--- config.mk ---
export PLATFORM = sky130hd
export DESIGN_NAME = dmem_arbiter
export DESIGN_NICKNAME = d
export VERILOG_FILES = /design/src/rtl/pkg_cpu_types.sv /design/src/rtl/dmem_arbiter_rr_picker.sv /design/src/rtl/dmem_arbiter.sv
export SDC_FILE = /design/constraint.sdc
export NUM_CORES = 1
export LEC_CHECK = 0
export ABC_AREA = 1
export CORE_AREA = 2 2 86 88
export CTS_CLUSTER_SIZE = 14
export DETAILED_ROUTE_END_ITERATION = 8
export DIE_AREA = 0 0 88 90
export GPL_TIMING_DRIVEN = 1
export PLACE_DENSITY_LB_ADDON = 0.05
export SLEW_MARGIN = 20
export SYNTH_ARGS = -nofsm -noshare
export SYNTH_HDL_FRONTEND = slang
export SYNTH_SLANG_ARGS = --single-unit
--- constraint.sdc ---
create_clock -name clk -period 5.1 [get_ports clk]
set_input_delay 1.53 -clock clk [delete_from_list [all_inputs] [get_ports clk]]
set_output_delay 1.53 -clock clk [all_outputs]
set_load 0.005 [all_outputs]
--- src/rtl/pkg_cpu_types.sv ---
// Shared types for the data-memory path: arbiter FSM states and RAM geometry.
package pkg_cpu_types;
  localparam int DMEM_AW = 14;
  localparam int DMEM_DW = 32;

  typedef enum logic {ARB_IDLE, ARB_BURST} arb_state_t;
endpackage

--- src/rtl/dmem_arbiter_rr_picker.sv ---
// Round-robin picker: first set req bit at or above ptr, wrapping; one-hot result.
module rr_picker #(
  parameter int N = 2,
  localparam int IW = (N > 1) ? $clog2(N) : 1
) (
  input  logic [N-1:0]  req,
  input  logic [IW-1:0] ptr,
  output logic [N-1:0]  win_oh,
  output logic          any
);
  always_comb begin
    win_oh = '0;
    any    = 1'b0;
    for (int k = 0; k < N; k++) begin
      int j;
      j = int'(ptr) + k;
      if (j >= N) j = j - N;
      if (!any && req[j]) begin
        any       = 1'b1;
        win_oh[j] = 1'b1;
      end
    end
  end
endmodule

--- src/rtl/dmem_arbiter.sv ---
// Round-robin, burst-capable arbiter for the single-port data RAM.
// Build option: DMEM_ARB_CPU_PRIO_EN gives requester 0 absolute priority in IDLE.
module dmem_arbiter
  import pkg_cpu_types::*;
#(
  parameter int NREQ   = 2,
  parameter int BLEN_W = 4
) (
  input  logic                          clk,
  input  logic                          rst_n,
  input  logic [NREQ-1:0]               req,
  input  logic [NREQ-1:0]               we,
  input  logic [NREQ-1:0][DMEM_AW-1:0]  addr,
  input  logic [NREQ-1:0][DMEM_DW-1:0]  wdata,
  input  logic [NREQ-1:0][BLEN_W-1:0]   blen,
  output logic [NREQ-1:0]               gnt,
  output logic [NREQ-1:0]               rvalid,
  output logic [DMEM_DW-1:0]            rdata,
  output logic [DMEM_AW-1:0]            mem_addr,
  output logic                          mem_we,
  output logic [DMEM_DW-1:0]            mem_d,
  input  logic [DMEM_DW-1:0]            mem_q
);
  localparam int IW = $clog2(NREQ);
`ifdef DMEM_ARB_CPU_PRIO_EN
  localparam bit CPU_PRIO = 1'b1;
`else
  localparam bit CPU_PRIO = 1'b0;
`endif

  arb_state_t          state, state_n;
  logic [IW-1:0]       rr_ptr, rr_ptr_n, owner, owner_n, sel, rd_id;
  logic [IW-1:0]       pick_idx, win_idx;
  logic [BLEN_W-1:0]   beat_cnt, beat_cnt_n;
  logic [NREQ-1:0]     pick_oh;
  logic                pick_any, beat, rd_vld;

  rr_picker #(.N(NREQ)) u_pick (
    .req    (req),
    .ptr    (rr_ptr),
    .win_oh (pick_oh),
    .any    (pick_any)
  );

  always_comb begin
    pick_idx = '0;
    for (int i = 0; i < NREQ; i++)
      if (pick_oh[i]) pick_idx = IW'(i);
  end

  // CPU override only affects the IDLE pick; bursts are never preempted.
  assign win_idx = (CPU_PRIO && req[0]) ? '0 : pick_idx;

  function automatic logic [IW-1:0] nxt(input logic [IW-1:0] x);
    return (x == IW'(NREQ - 1)) ? '0 : x + 1'b1;
  endfunction

  always_comb begin
    state_n    = state;
    rr_ptr_n   = rr_ptr;
    owner_n    = owner;
    beat_cnt_n = beat_cnt;
    sel        = owner;
    beat       = 1'b0;
    case (state)
      ARB_IDLE: begin
        if (pick_any) begin
          sel        = win_idx;
          beat       = 1'b1;
          owner_n    = win_idx;
          beat_cnt_n = blen[win_idx];
          if (blen[win_idx] == '0) begin
            if (!CPU_PRIO || win_idx != '0) rr_ptr_n = nxt(win_idx);
          end else begin
            state_n = ARB_BURST;
          end
        end
      end
      ARB_BURST: begin
        // A dropped req ends the burst without a beat; no re-arbitration this cycle.
        if (req[owner]) begin
          beat       = 1'b1;
          beat_cnt_n = beat_cnt - 1'b1;
        end
        if (!req[owner] || beat_cnt == BLEN_W'(1)) begin
          state_n = ARB_IDLE;
          if (!CPU_PRIO || owner != '0) rr_ptr_n = nxt(owner);
        end
      end
      default: state_n = ARB_IDLE;
    endcase
  end

  assign gnt      = (beat && rst_n) ? (NREQ'(1) << sel) : '0;
  assign mem_we   = beat && rst_n && we[sel];
  assign mem_addr = rst_n ? addr[sel]  : '0;
  assign mem_d    = rst_n ? wdata[sel] : '0;
  assign rvalid   = rd_vld ? (NREQ'(1) << rd_id) : '0;
  assign rdata    = mem_q;

  always_ff @(posedge clk or negedge rst_n) begin
    if (!rst_n) begin
      state    <= ARB_IDLE;
      rr_ptr   <= '0;
      owner    <= '0;
      beat_cnt <= '0;
      rd_vld   <= 1'b0;
      rd_id    <= '0;
    end else begin
      state    <= state_n;
      rr_ptr   <= rr_ptr_n;
      owner    <= owner_n;
      beat_cnt <= beat_cnt_n;
      rd_vld   <= beat && !we[sel];
      rd_id    <= sel;
    end
  end
endmodule

== Word-level counts from Yosys, hierarchy flattened ==
Index checks and enable logic that the tools add are counted.

* Bits in read-only memories: 0
* Bits in latches: 0
* Memories: 0
* Register bits: 8
* Input port bits: 138
* RAM bits: 0

* Div/mod/pow operators: 0
* Shift-type cells: 2
* Multiply operators: 0
* Multiplexer cells: 49
* Add/sub/neg operators: 6
* Bitwise operators: 2
* Reductions and logical operators: 13
* Eq/ne operators: 5
* Magnitude comparators: 9

{| class="wikitable"
|+ Operator list
! kind !! count
|-
| two-way mux 32 bit || 5
|-
| greater-or-equal comparator 32 x 1 -> 1 bit (second input constant) || 2
|-
| less-than comparator 32 x 3 -> 1 bit (second input constant) || 2
|-
| two-way mux 14 bit || 3
|-
| greater-or-equal comparator 32 x 3 -> 1 bit (second input constant) || 1
|-
| subtractor 32 x 3 -> 32 bit (second input constant) || 1
|-
| two-way mux 1 bit || 27
|-
| two-way mux 4 bit || 4
|-
| two-way mux 2 bit || 4
|-
| case mux 4 bit (2 select lines) || 1
|-
| logical AND 1 bit || 6
|-
| less-than comparator 1 x 2 -> 1 bit (second input constant) || 3
|-
| case mux 1 bit (2 select lines) || 3
|-
| == test 4 x 1 -> 1 bit (second input constant) || 1
|-
| zero test 4 bit || 1
|-
| != test 2 x 1 -> 1 bit (second input constant) || 2
|-
| != test 2 bit (second input constant) || 2
|-
| left shift 1 x 1 -> 2 bit (first input constant) || 2
|-
| subtractor 4 x 1 -> 4 bit (second input constant) || 1
|-
| zero test 1 bit || 3
|-
| AND reduction 3 bit || 1
|-
| subtractor 1 x 2 -> 3 bit (second input constant) || 1
|-
| adder 1 bit (second input constant) || 2
|-
| adder 1 x 1 -> 2 bit (second input constant) || 1
|-
| other kinds (6) || 7
|}

== Logic depth before layout (Yosys ltp) ==
* Depth in word-level cells: 16
* Mapped depth: 11
* Mapped depth without buffers: 11

== By module ==
Synthesis repeated with hierarchy kept, for this count alone.

* Cell total of the unflattened synthesis: 279
* Area, all modules: 1544.0 µm²

{| class="wikitable"
|+ By module, submodules not included
! module !! instances !! cells each !! area an instance (µm²)
|-
| dmem_arbiter || 1 || 273 || 1519.0
|-
| rr_picker || 1 || 6 || 25.0
|}

== Least setup slack after synthesis ==
Ideal clock, no wire load.

* Kind: input-to-output
* Start point: input port req[1]
* End point: output port mem_addr[0]
* Path buffers: 3
* Stages on the path: 11
* Required time: 3570 ps
* Setup slack: 1147 ps
* Arrival: 2423 ps
* Cell sequence: buf_6 -> nor2_4 -> nor2_4 -> inv_4 -> nand2_4 -> nand2_4 -> inv_2 -> buf_12 -> buf_12 -> nor2_2 -> nor2_1

* Word-level cells in the longest chain between the ends: 13
* Elaborated cells between the ends (all ways): 19

{| class="wikitable"
|+ RTL lines
! what !! line !! source
|-
| start: declaration || dmem_arbiter.sv:11 || <nowiki>input logic [NREQ-1:0] req,</nowiki>
|-
| two-way mux 1 bit (implied by the code) (3 in a row) || dmem_arbiter_rr_picker.sv:18 || <nowiki>if (!any && req[j]) begin</nowiki>
|-
| two-way mux 1 bit || dmem_arbiter_rr_picker.sv:18 ||
|-
| zero test 1 bit || dmem_arbiter_rr_picker.sv:18 ||
|-
| logical AND 1 bit || dmem_arbiter_rr_picker.sv:18 ||
|-
| two-way mux 2 bit || dmem_arbiter_rr_picker.sv:18 ||
|-
| two-way mux 1 bit || dmem_arbiter.sv:48 || <nowiki>if (pick_oh[i]) pick_idx = IW'(i);</nowiki>
|-
| two-way mux 1 bit (*) || dmem_arbiter.sv:67 || <nowiki>if (pick_any) begin</nowiki>
|-
| two-way mux 1 bit (*) || dmem_arbiter.sv:65 || <nowiki>case (state)</nowiki>
|-
| two-way mux 14 bit (implied by the code) (*) (2 in a row) || dmem_arbiter.sv:96 || <nowiki>assign mem_addr = rst_n ? addr[sel] : '0;</nowiki>
|-
| two-way mux 14 bit (*) || dmem_arbiter.sv:96 ||
|-
| end: declaration || dmem_arbiter.sv:19 || <nowiki>output logic [DMEM_AW-1:0] mem_addr,</nowiki>
|}

Every way passes the cells marked *; elsewhere a longest branch is shown, timed or not. The select of a mux whose other input is x is not followed.

== Worst setup path after layout ==
* Start point: input port req[1]
* End point: output port mem_we

* Word-level cells in the longest chain between the ends: 13
* Elaborated cells between the ends (all ways): 25

{| class="wikitable"
|+ RTL lines
! what !! line !! source
|-
| two-way mux 1 bit (implied by the code) (3 in a row) || dmem_arbiter_rr_picker.sv:18 ||
|-
| two-way mux 1 bit || dmem_arbiter_rr_picker.sv:18 ||
|-
| zero test 1 bit || dmem_arbiter_rr_picker.sv:18 ||
|-
| logical AND 1 bit || dmem_arbiter_rr_picker.sv:18 ||
|-
| two-way mux 2 bit || dmem_arbiter_rr_picker.sv:18 ||
|-
| two-way mux 1 bit || dmem_arbiter.sv:48 ||
|-
| two-way mux 1 bit || dmem_arbiter.sv:67 ||
|-
| two-way mux 1 bit || dmem_arbiter.sv:65 ||
|-
| two-way mux 1 bit (implied by the code) (2 in a row) || dmem_arbiter.sv:95 || <nowiki>assign mem_we = beat && rst_n && we[sel];</nowiki>
|-
| logical AND 1 bit (*) || dmem_arbiter.sv:95 ||
|-
| end: declaration || dmem_arbiter.sv:20 || <nowiki>output logic mem_we,</nowiki>
|}

Marks and branches as above.

==> metrics.txt <==
outcome completed; Fin. Hold Viols 0; setup ws final between 0.1 and 0.15 ns; Synth warnings 0; sequential power share 12.1%; Starting Density 23.4%; core area around 7000 um2; Sw Pwr 0.486 mW; DRT iter0 DRCs 22; top post-synthesis cells by area nor2_1, buf_4, o21ai_0, dfrtp_1, nor2_2; CP arrival 3.44 ns; pre-CTS WS around 0.12 ns; Chip Height 90 um; placed cell count 490; drt drc 0; total internal power between 0.6 and 0.7 mW; net count after synthesis 414; Syn Std Cell Area roughly 1600 um2; clock share of power 7.2%; # Post-CTS Setup Buffers 0; # hold bufs at CTS 0; #FFs+latches synth 8; Setup Total Neg Slack 0 ns; wire per inst 12.5 um; Worst Tran Pin Value about 0.36 ns; vias per cell ~4.2; clock latency on the worst-skew pair between 0.2 and 0.25 ns; worst hold path class register to register; flop-to-flop setup slack 3.66 ns; H-tree depth 1; layout cell share with drive strength beyond 1 between 10% and 20%; RR Endpoint rd_vld; clk slew on worst S/H paths 0.05 ns; relative slew slack 75.9%; drt pass-1 iters 4; initial antenna violation count 0; EDFF count, synth 0; Final Non-Filler Cells approximately 490; origin of the critical flop-to-flop path state; clk buf depth 2; Yosys cell types 29; Period minus WS final a little under 5 ns; Detail Route Antenna Nets 0; Final GP Congestion just over 0.8; nets@finish approximately 540; pwr/cell area about 350 nW/um2; WHS Endpoint rr_ptr; RSZ-0062 raised after global routing false; Area Overhead vs Synth 88.5%; Die ar. 7920 um2; final cycle utilization of the critical path between 90% and 100%; vias in the first global route 2042; cell leakage power around 1.3 nW; most frequent cell after synthesis nor2_1; Hold Crit Depth 2; Synth Flop Type dfrtp_1; hold_sp rr_ptr; I/O Buffers 156; element type at the critical path start input pin; CTS buffer count 3; diode count 0; DR vias 2093; # IOs 221; Synth async-reset ratio 100%; Peak supply drop between 150 and 200 uV; top post-synthesis cells by count nor2_1, o21ai_0, buf_4, nor2_2, nand2_1; CTS tree done; Tot GR Track Use 15.1%; WP data required 3.57 ns; Slew Viols, Final 0; first-pass GRT wire length 9700 um; clock skew between 0.009 and 0.01 ns; syn_area_per_cell around 6.0 um2; clk root buf clkbuf_8; final setup fails 0; CP endpoint kind primary output; number of placement rows 31; area leader, netlist nor2_1; switching share of power between 40% and 50%; clock sink count 8; max-cap violation count 0; combinational share of power 80.7%; cells on worst reg2reg path 7; top cell type's share of synthesized area approximately 16%; Setup Crit Path Kind input pin to primary output; largest net degree at the start of global routing 34; Seq/Total Area, Yosys between 10% and 20%; post-CTS sizing 0; die extent in x 88 um; HPWL after DPL a little under 5000 um; final wirelength 6160 um; CP max FO 16; fmax 0.201 GHz; Post-Syn Instances 274; total gr overflow 0
[layout make-up]
cell class	instances	area [um2]
Sequential cell	8	200
Multi-Input combinational cell	204	1000
Fill cell	755	3930
Timing Repair Buffer	166	1670
Tap cell	99	124
Inverter	13	51.3
Clock buffer	3	41.3
[cell families after synthesis]
family,count (synthesis),share of synthesized area (%)
fa+ha+maj,2,1.53
buf+inv,62,26.7
xor+xnor,1,0.534
simple gates,145,41.0
compound gates,56,18.0
flops,8,12.2
[how the worst max path moves through the flow]
stage | startpoint | end | slack (ns) | depth (start not counted)
finish | req[1] | mem_we | 0.13 | 10
global route | req[1] | mem_we | 0.02 | 10
CTS | req[1] | mem_we | 0.12 | 10
detailed placement | req[1] | mem_we | 0.12 | 10
global placement | req[1] | mem_we | 0.14 | 10
floorplan | req[1] | mem_addr[0] | 1.15 | 11
[state kept, by name (all words and copies together), names as in the netlist]
| register | flops |
|---|---|
| beat_cnt | 4 |
| rd_id | 1 |
| rd_vld | 1 |
| rr_ptr | 1 |
| state | 1 |
[layout by cell type, fill, tap and decap left out, types with 2 or more instances in the layout]
master	count
nor2_1	70
nor2_2	30
clkdlybuf4s50_1	155
nand3_1	8
clkbuf_8	3
nand2_4	2
ha_1	2
buf_4	6
inv_1	9
buf_12	3
o21ai_0	48
dfrtp_1	8
nand2_1	29
nor2_4	2
inv_2	3
a31oi_1	2
[power groups by stage]
stage | logic [mW] | clock network, mW | registers (mW)
6_report | 0.880 | 0.0783 | 0.132
4_1_cts | 0.894 | 0.0802 | 0.133
5_1_grt | 0.989 | 0.0851 | 0.138
2_1_floorplan | 0.552 | 0 | 0.115
3_5_place_dp | 0.890 | 0 | 0.132
3_3_place_gp | 0.888 | 0 | 0.133
[layer usage]
layer / wire length (um) / global-route usage [%]
met1: 2460 / 16.9
met2: 3060 / 27.8
met3: 578 / 5.05
met4: 53 / 1.92
met5: 0 / 0
[worst max-delay path, stage by stage]
cell and delay, ns:
clkdlybuf4s50_1 0.53, buf_4 0.17, nand3_2 0.11, nand2_4 0.11
buf_4 0.19, nand2_1 0.08, o21ai_2 0.08, inv_2 0.04
nor2_1 0.08, clkdlybuf4s50_1 0.53
[metrics by stage]
| stage | total power [mW] | area, um2 | util [%] | hold slack [ns] |
|---|---|---|---|---|
| 2_1_floorplan | 0.668 | 1640 | - | 0.442 |
| 3_3_place_gp | 1.02 | 3050 | 43.4 | 0.467 |
| 3_5_place_dp | 1.02 | 3050 | 43.4 | 0.475 |
| 4_1_cts | 1.11 | 3090 | 44.0 | 0.489 |
| 5_1_grt | 1.21 | 3090 | 44.0 | 0.524 |
| 6_report | 1.09 | 3090 | 44.0 | 0.484 |
No activity file was read; power rests on OpenSTA's default activity.
